File: src/rtl/key_cmd_sequencer_if.sv
// Keypad-side and I2C-side signal bundle for key_cmd_sequencer.
// The master modport is the stimulus/observer side; the slave modport is the sequencer.
interface key_cmd_sequencer_if;
    logic       key_valid;
    logic [3:0] key_code;
    logic       cmd_wr;
    logic       cmd_rd;
    logic [3:0] data_lo;
    logic [3:0] data_hi;
    logic       seq_busy;
    logic       key_rej;

    modport master (
        output key_valid, key_code,
        input  cmd_wr, cmd_rd, data_lo, data_hi, seq_busy, key_rej
    );

    modport slave (
        input  key_valid, key_code,
        output cmd_wr, cmd_rd, data_lo, data_hi, seq_busy, key_rej
    );
endinterface

File: src/rtl/key_cmd_sequencer.sv
// Turns debounced key codes into a two-digit data entry and timed EEPROM write/read command pulses.
// Optional macro AUTO_READBACK_EN: a completed write is followed automatically by a read.
module key_cmd_sequencer #(
    parameter int unsigned CMD_PULSE_CYC = 1000,
    parameter int unsigned WR_WAIT_CYC   = 250000,
    parameter int unsigned RD_WAIT_CYC   = 50000,
    parameter logic [3:0]  KEY_WR        = 4'hA,
    parameter logic [3:0]  KEY_RD        = 4'hB,
    parameter logic [3:0]  KEY_CLR       = 4'hC
) (
    input logic                clk,
    input logic                reset,
    key_cmd_sequencer_if.slave bus
);

    localparam int unsigned MAX_AB  = (CMD_PULSE_CYC > WR_WAIT_CYC) ? CMD_PULSE_CYC : WR_WAIT_CYC;
    localparam int unsigned MAX_CYC = (MAX_AB > RD_WAIT_CYC) ? MAX_AB : RD_WAIT_CYC;
    localparam int unsigned CNT_W   = $clog2(MAX_CYC + 1);

    localparam logic [CNT_W-1:0] PULSE_LD = CNT_W'(CMD_PULSE_CYC);
    localparam logic [CNT_W-1:0] WR_LD    = CNT_W'(WR_WAIT_CYC);
    localparam logic [CNT_W-1:0] RD_LD    = CNT_W'(RD_WAIT_CYC);
    localparam logic [CNT_W-1:0] CNT_ONE  = CNT_W'(1);

    typedef enum logic [2:0] {
        IDLE     = 3'd0,
        WR_PULSE = 3'd1,
        WR_WAIT  = 3'd2,
        RD_PULSE = 3'd3,
        RD_WAIT  = 3'd4
    } state_t;

    state_t           state, state_nxt;
    logic [CNT_W-1:0] cnt, cnt_nxt;
    logic [3:0]       data_lo, data_lo_nxt;
    logic [3:0]       data_hi, data_hi_nxt;
    logic             key_rej, key_rej_nxt;
    logic             key_valid_p1;
    logic             key_event;
    logic             cnt_done;

    assign key_event = bus.key_valid & ~key_valid_p1;
    assign cnt_done  = (cnt <= CNT_ONE);

    // Register stage: everything, including the entered digits, is cleared by reset.
    always_ff @(posedge clk or negedge reset) begin
        if (!reset) begin
            state        <= IDLE;
            cnt          <= '0;
            data_lo      <= 4'd0;
            data_hi      <= 4'd0;
            key_rej      <= 1'b0;
            key_valid_p1 <= 1'b0;
        end else begin
            state        <= state_nxt;
            cnt          <= cnt_nxt;
            data_lo      <= data_lo_nxt;
            data_hi      <= data_hi_nxt;
            key_rej      <= key_rej_nxt;
            key_valid_p1 <= bus.key_valid;
        end
    end

    always_comb begin
        state_nxt   = state;
        cnt_nxt     = cnt;
        data_lo_nxt = data_lo;
        data_hi_nxt = data_hi;
        key_rej_nxt = 1'b0;

        case (state)
            IDLE: begin
                if (key_event) begin
                    if (bus.key_code <= 4'd9) begin
                        data_hi_nxt = data_lo;
                        data_lo_nxt = bus.key_code;
                    end else if (bus.key_code == KEY_CLR) begin
                        data_hi_nxt = 4'd0;
                        data_lo_nxt = 4'd0;
                    end else if (bus.key_code == KEY_WR) begin
                        state_nxt = WR_PULSE;
                        cnt_nxt   = PULSE_LD;
                    end else if (bus.key_code == KEY_RD) begin
                        state_nxt = RD_PULSE;
                        cnt_nxt   = PULSE_LD;
                    end
                end
            end
            WR_PULSE: begin
                if (cnt_done) begin
                    state_nxt = WR_WAIT;
                    cnt_nxt   = WR_LD;
                end else begin
                    cnt_nxt = cnt - 1'b1;
                end
            end
            WR_WAIT: begin
                if (cnt_done) begin
`ifdef AUTO_READBACK_EN
                    state_nxt = RD_PULSE;
                    cnt_nxt   = PULSE_LD;
`else
                    state_nxt = IDLE;
                    cnt_nxt   = '0;
`endif
                end else begin
                    cnt_nxt = cnt - 1'b1;
                end
            end
            RD_PULSE: begin
                if (cnt_done) begin
                    state_nxt = RD_WAIT;
                    cnt_nxt   = RD_LD;
                end else begin
                    cnt_nxt = cnt - 1'b1;
                end
            end
            RD_WAIT: begin
                if (cnt_done) begin
                    state_nxt = IDLE;
                    cnt_nxt   = '0;
                end else begin
                    cnt_nxt = cnt - 1'b1;
                end
            end
            default: begin
                state_nxt = IDLE;
                cnt_nxt   = '0;
            end
        endcase

        // Any key press while a command runs is dropped, even on the cycle that returns to IDLE.
        if (key_event && (state != IDLE)) begin
            key_rej_nxt = 1'b1;
        end
    end

    // Command strobes decode straight from state so an asynchronous reset drops them at once.
    assign bus.cmd_wr   = (state == WR_PULSE);
    assign bus.cmd_rd   = (state == RD_PULSE);
    assign bus.seq_busy = (state != IDLE);
    assign bus.data_lo  = data_lo;
    assign bus.data_hi  = data_hi;
    assign bus.key_rej  = key_rej;

endmodule

File: src/flat_wrapper.sv
// flat-port wrapper written by rule: the top's interface ports become plain ports
module key_cmd_sequencer_flat 
#(
    parameter int unsigned CMD_PULSE_CYC = 1000,
    parameter int unsigned WR_WAIT_CYC   = 250000,
    parameter int unsigned RD_WAIT_CYC   = 50000,
    parameter logic [3:0]  KEY_WR        = 4'hA,
    parameter logic [3:0]  KEY_RD        = 4'hB,
    parameter logic [3:0]  KEY_CLR       = 4'hC
)
  (clk, reset, bus_key_valid, bus_key_code, bus_cmd_wr, bus_cmd_rd, bus_data_lo, bus_data_hi, bus_seq_busy, bus_key_rej);
  key_cmd_sequencer_if bus_i ();
  input logic clk;
  input logic reset;
  input wire logic [$bits(bus_i.key_valid)-1:0] bus_key_valid;
  input wire logic [$bits(bus_i.key_code)-1:0] bus_key_code;
  output wire logic [$bits(bus_i.cmd_wr)-1:0] bus_cmd_wr;
  output wire logic [$bits(bus_i.cmd_rd)-1:0] bus_cmd_rd;
  output wire logic [$bits(bus_i.data_lo)-1:0] bus_data_lo;
  output wire logic [$bits(bus_i.data_hi)-1:0] bus_data_hi;
  output wire logic [$bits(bus_i.seq_busy)-1:0] bus_seq_busy;
  output wire logic [$bits(bus_i.key_rej)-1:0] bus_key_rej;
  assign bus_i.key_valid = bus_key_valid;
  assign bus_i.key_code = bus_key_code;
  assign bus_cmd_wr = bus_i.cmd_wr;
  assign bus_cmd_rd = bus_i.cmd_rd;
  assign bus_data_lo = bus_i.data_lo;
  assign bus_data_hi = bus_i.data_hi;
  assign bus_seq_busy = bus_i.seq_busy;
  assign bus_key_rej = bus_i.key_rej;
  key_cmd_sequencer #(.CMD_PULSE_CYC(CMD_PULSE_CYC), .WR_WAIT_CYC(WR_WAIT_CYC), .RD_WAIT_CYC(RD_WAIT_CYC), .KEY_WR(KEY_WR), .KEY_RD(KEY_RD), .KEY_CLR(KEY_CLR)) u_core (.clk(clk), .reset(reset), .bus(bus_i));
endmodule
File: config.mk
export PLATFORM = sky130hd
export DESIGN_NAME = key_cmd_sequencer_flat
export DESIGN_NICKNAME = d
export VERILOG_FILES = /design/src/rtl/key_cmd_sequencer_if.sv /design/src/rtl/key_cmd_sequencer.sv /design/src/flat_wrapper.sv
export SDC_FILE = /design/constraint.sdc
export NUM_CORES = 1
export LEC_CHECK = 0
export CORE_ASPECT_RATIO = 0.75
export CORE_MARGIN = 2
export CORE_UTILIZATION = 56
export CTS_CLUSTER_DIAMETER = 50
export DETAILED_ROUTE_END_ITERATION = 6
export GPL_ROUTABILITY_DRIVEN = 0
export PLACE_DENSITY = 0.79
export SKIP_CTS_REPAIR_TIMING = 1
export SLEW_MARGIN = 20
export SYNTH_ARGS = -nofsm -noshare
export SYNTH_HDL_FRONTEND = slang
export SYNTH_SLANG_ARGS = --single-unit
File: constraint.sdc
create_clock -name clk -period 3.13 [get_ports clk]
set_input_delay 0.626 -clock clk [delete_from_list [all_inputs] [get_ports clk]]
set_output_delay 0.626 -clock clk [all_outputs]
set_load 0.05 [all_outputs]
==> results.toml <==
[place]
place.detailed.hpwl_mm = 3.16
io_buffers = 18
dp.cells = 271
placed_area_um2 = 2080
dp_slack_ps = 594

[sta]
worstMarginPinSlew_ps = 647
rsz0062_at_grt = "false"
finalWorstSetupSlack_ps = 276
final_hold_viol_count = 0
slew_violations = 0
fmax_mhz = 350
post-route-period-util_pct = 91.2
fin_worst_skew_ps = 5.21
relSlewSlack_pct = 56.7
min_period_ps = 2850
tns_ps = 0
setup_viol_count_final = 0
worst_hold_slack_ps = 478

[route]
wl_per_cell_um = 16.1
ant_nets = 0
vias_per_cell = 6.11
drc = 0
wl_mm = 4.49
first_pass_iters = 4
drt_iter0_drc = 278
num_vias = 1706

[synthesis]
synth-edff-count = 0
synth_nets = 229
ys_seq_elements = 31
syn_inst = 220
synthFlopType = "dfrtp_1"
yosysWarnings = 0
avgSynthCellArea_um2 = 8.53
syn-cell-area_um2 = 1880
yosys.cell_types.count = 49
ys_async_sr_fraction_pct = 100
yosysSeqAreaShare_pct = 41.4

[grt]
grt_pass1_vias = 1521
grt_overflow_total = 0
grt_pass1_wl_mm = 7.72
grt_use_total_pct = 26.4
antenna_found_initial = 0
grt_max_degree = 32

[pwr]
p_leak_nw = 0.891
max-vdd-ir-drop_mv = 0.337
finalPower_uw = 834
power_density_nw_per_um2 = 383

[setup_path]
end_kind = "primary output"
worstPathArrival_ps = 2230
path_class = "reg2out"
required_ps = 2500
crit_fanout = 10
start_kind = "register"

[cells_and_area]
postLayoutCoreUtil_pct = 67.1
postLayoutCellArea_um2 = 2180
syn_to_final_growth_pct = 16.0
mostFrequentLayoutCells = "nand2_1, dfrtp_1, o21ai_0"
antenna_cells = 0
nNetsFinal = 247
fin_cells = 279
nFillCells = 273
final_layout_size_suffix_gt1_share_pct = 7.11

[floorplanning]
dieArea_um2 = 3830
core.rowCount = 18
start_util_pct = 57.8
fp.dieW_um = 70.8
core_area_um2 = 3240
io-pin-count = 19
fp.dieH_um = 54.1

[job]
cap_viol_max_count = 0

[cts]
cts_tree = "yes"
clockBufferDepth = 2
clock_sinks = 31
cts_inserted_buffers = 5
clk_pin_slew_ps = 60
clk_latency_ps = 280
root_buffer = "clkbuf_8"
cts.htree.levels = 2

[run_status]
outcome = "complete, no violations"

[min_path]
holdCritPathClass = "reg2reg"
## worst paths after layout
path / from / end / slack (ps) / cells past startpoint
worst max-delay path: u_core.state[0]$_DFFE_PN0P_ / bus_cmd_wr / 280 / 3
worst min-delay path: u_core.bus.data_hi[0]$_DFFE_PN0P_ / u_core.bus.data_hi[0]$_DFFE_PN0P_ / 480 / 2
worst max register to register: u_core.cnt[10]$_DFFE_PN0P_ / u_core.cnt[7]$_DFFE_PN0P_ / 560 / 5
worst min register to register: u_core.bus.data_hi[0]$_DFFE_PN0P_ / u_core.bus.data_hi[0]$_DFFE_PN0P_ / 480 / 2
max in group asynchronous: reset / u_core.bus.data_hi[0]$_DFFE_PN0P_ / 2120 / 2
min in group asynchronous: reset / u_core.cnt[12]$_DFFE_PN0P_ / 730 / 2
## flip-flops by register name, indices dropped and copies added (netlist names)
register	cells
u_core.cnt	18
u_core.bus.data_hi	4
u_core.bus.data_lo	4
u_core.state	3
u_core.bus.key_rej	1
u_core.key_valid_p1	1
## routing by layer
layer	vias to the layer above	track usage [%]	wire, µm
li1	853	-	-
met1	784	40.3	2270
met2	62	37.4	1830
met3	7	6.93	337
met4	0	5.66	48
met5	-	0	0
## worst max-delay path, stage by stage, from the launching register on
cell             delay (ps)
dfrtp_1                 510
inv_1                   180
nor3_1                  380
clkdlybuf4s50_1         880
## report_power, final
| part | internal, mW | switching [mW] | total, mW | leakage [nW] |
|---|---|---|---|---|
| registers | 0.411 | 0.0116 | 0.423 | 0.383 |
| logic | 0.0280 | 0.0384 | 0.0664 | 0.457 |
| clock network | 0.200 | 0.144 | 0.345 | 0.0515 |
## final cells by class
cell class | instances | area, µm² | share of cell area [%]
well taps | 40 | 50.0 | 2.30
clock buffers | 8 | 100 | 4.60
inverters | 8 | 30.0 | 1.38
repair buffers | 22 | 210 | 9.66
multi-input cells | 170 | 1010 | 46.4
flip-flops and latches | 31 | 776 | 35.7
## cells by family after synthesis
logic type      Yosys count  share of synthesized area [%]
buf+inv                  19                           4.80
fa+ha+maj                 2                           1.33
simple gates             92                           24.8
xor+xnor                  1                          0.467
compound gates           73                           26.1
mux                       2                           1.13
flops                    31                           41.4
## cell usage after synthesis, types with 3 or more instances
cell,number,area [µm²]
o21ai_0,23,115
nor3_1,10,50.1
or2_2,3,18.8
nand3_1,6,30.0
inv_1,8,30.0
or4_1,5,37.5
clkbuf_1,4,15.0
a211o_1,3,26.3
or3_1,5,31.3
a21oi_1,9,45.0
nand2b_1,4,25.0
a22o_1,3,26.3
nand2_1,31,116
dfrtp_1,31,776
nor2_1,15,56.3
a31oi_1,3,18.8
nor4_1,5,31.3
buf_2,3,15.0
a21o_1,10,75.1
o22ai_1,3,18.8
Power figures use the tool's default switching activity.
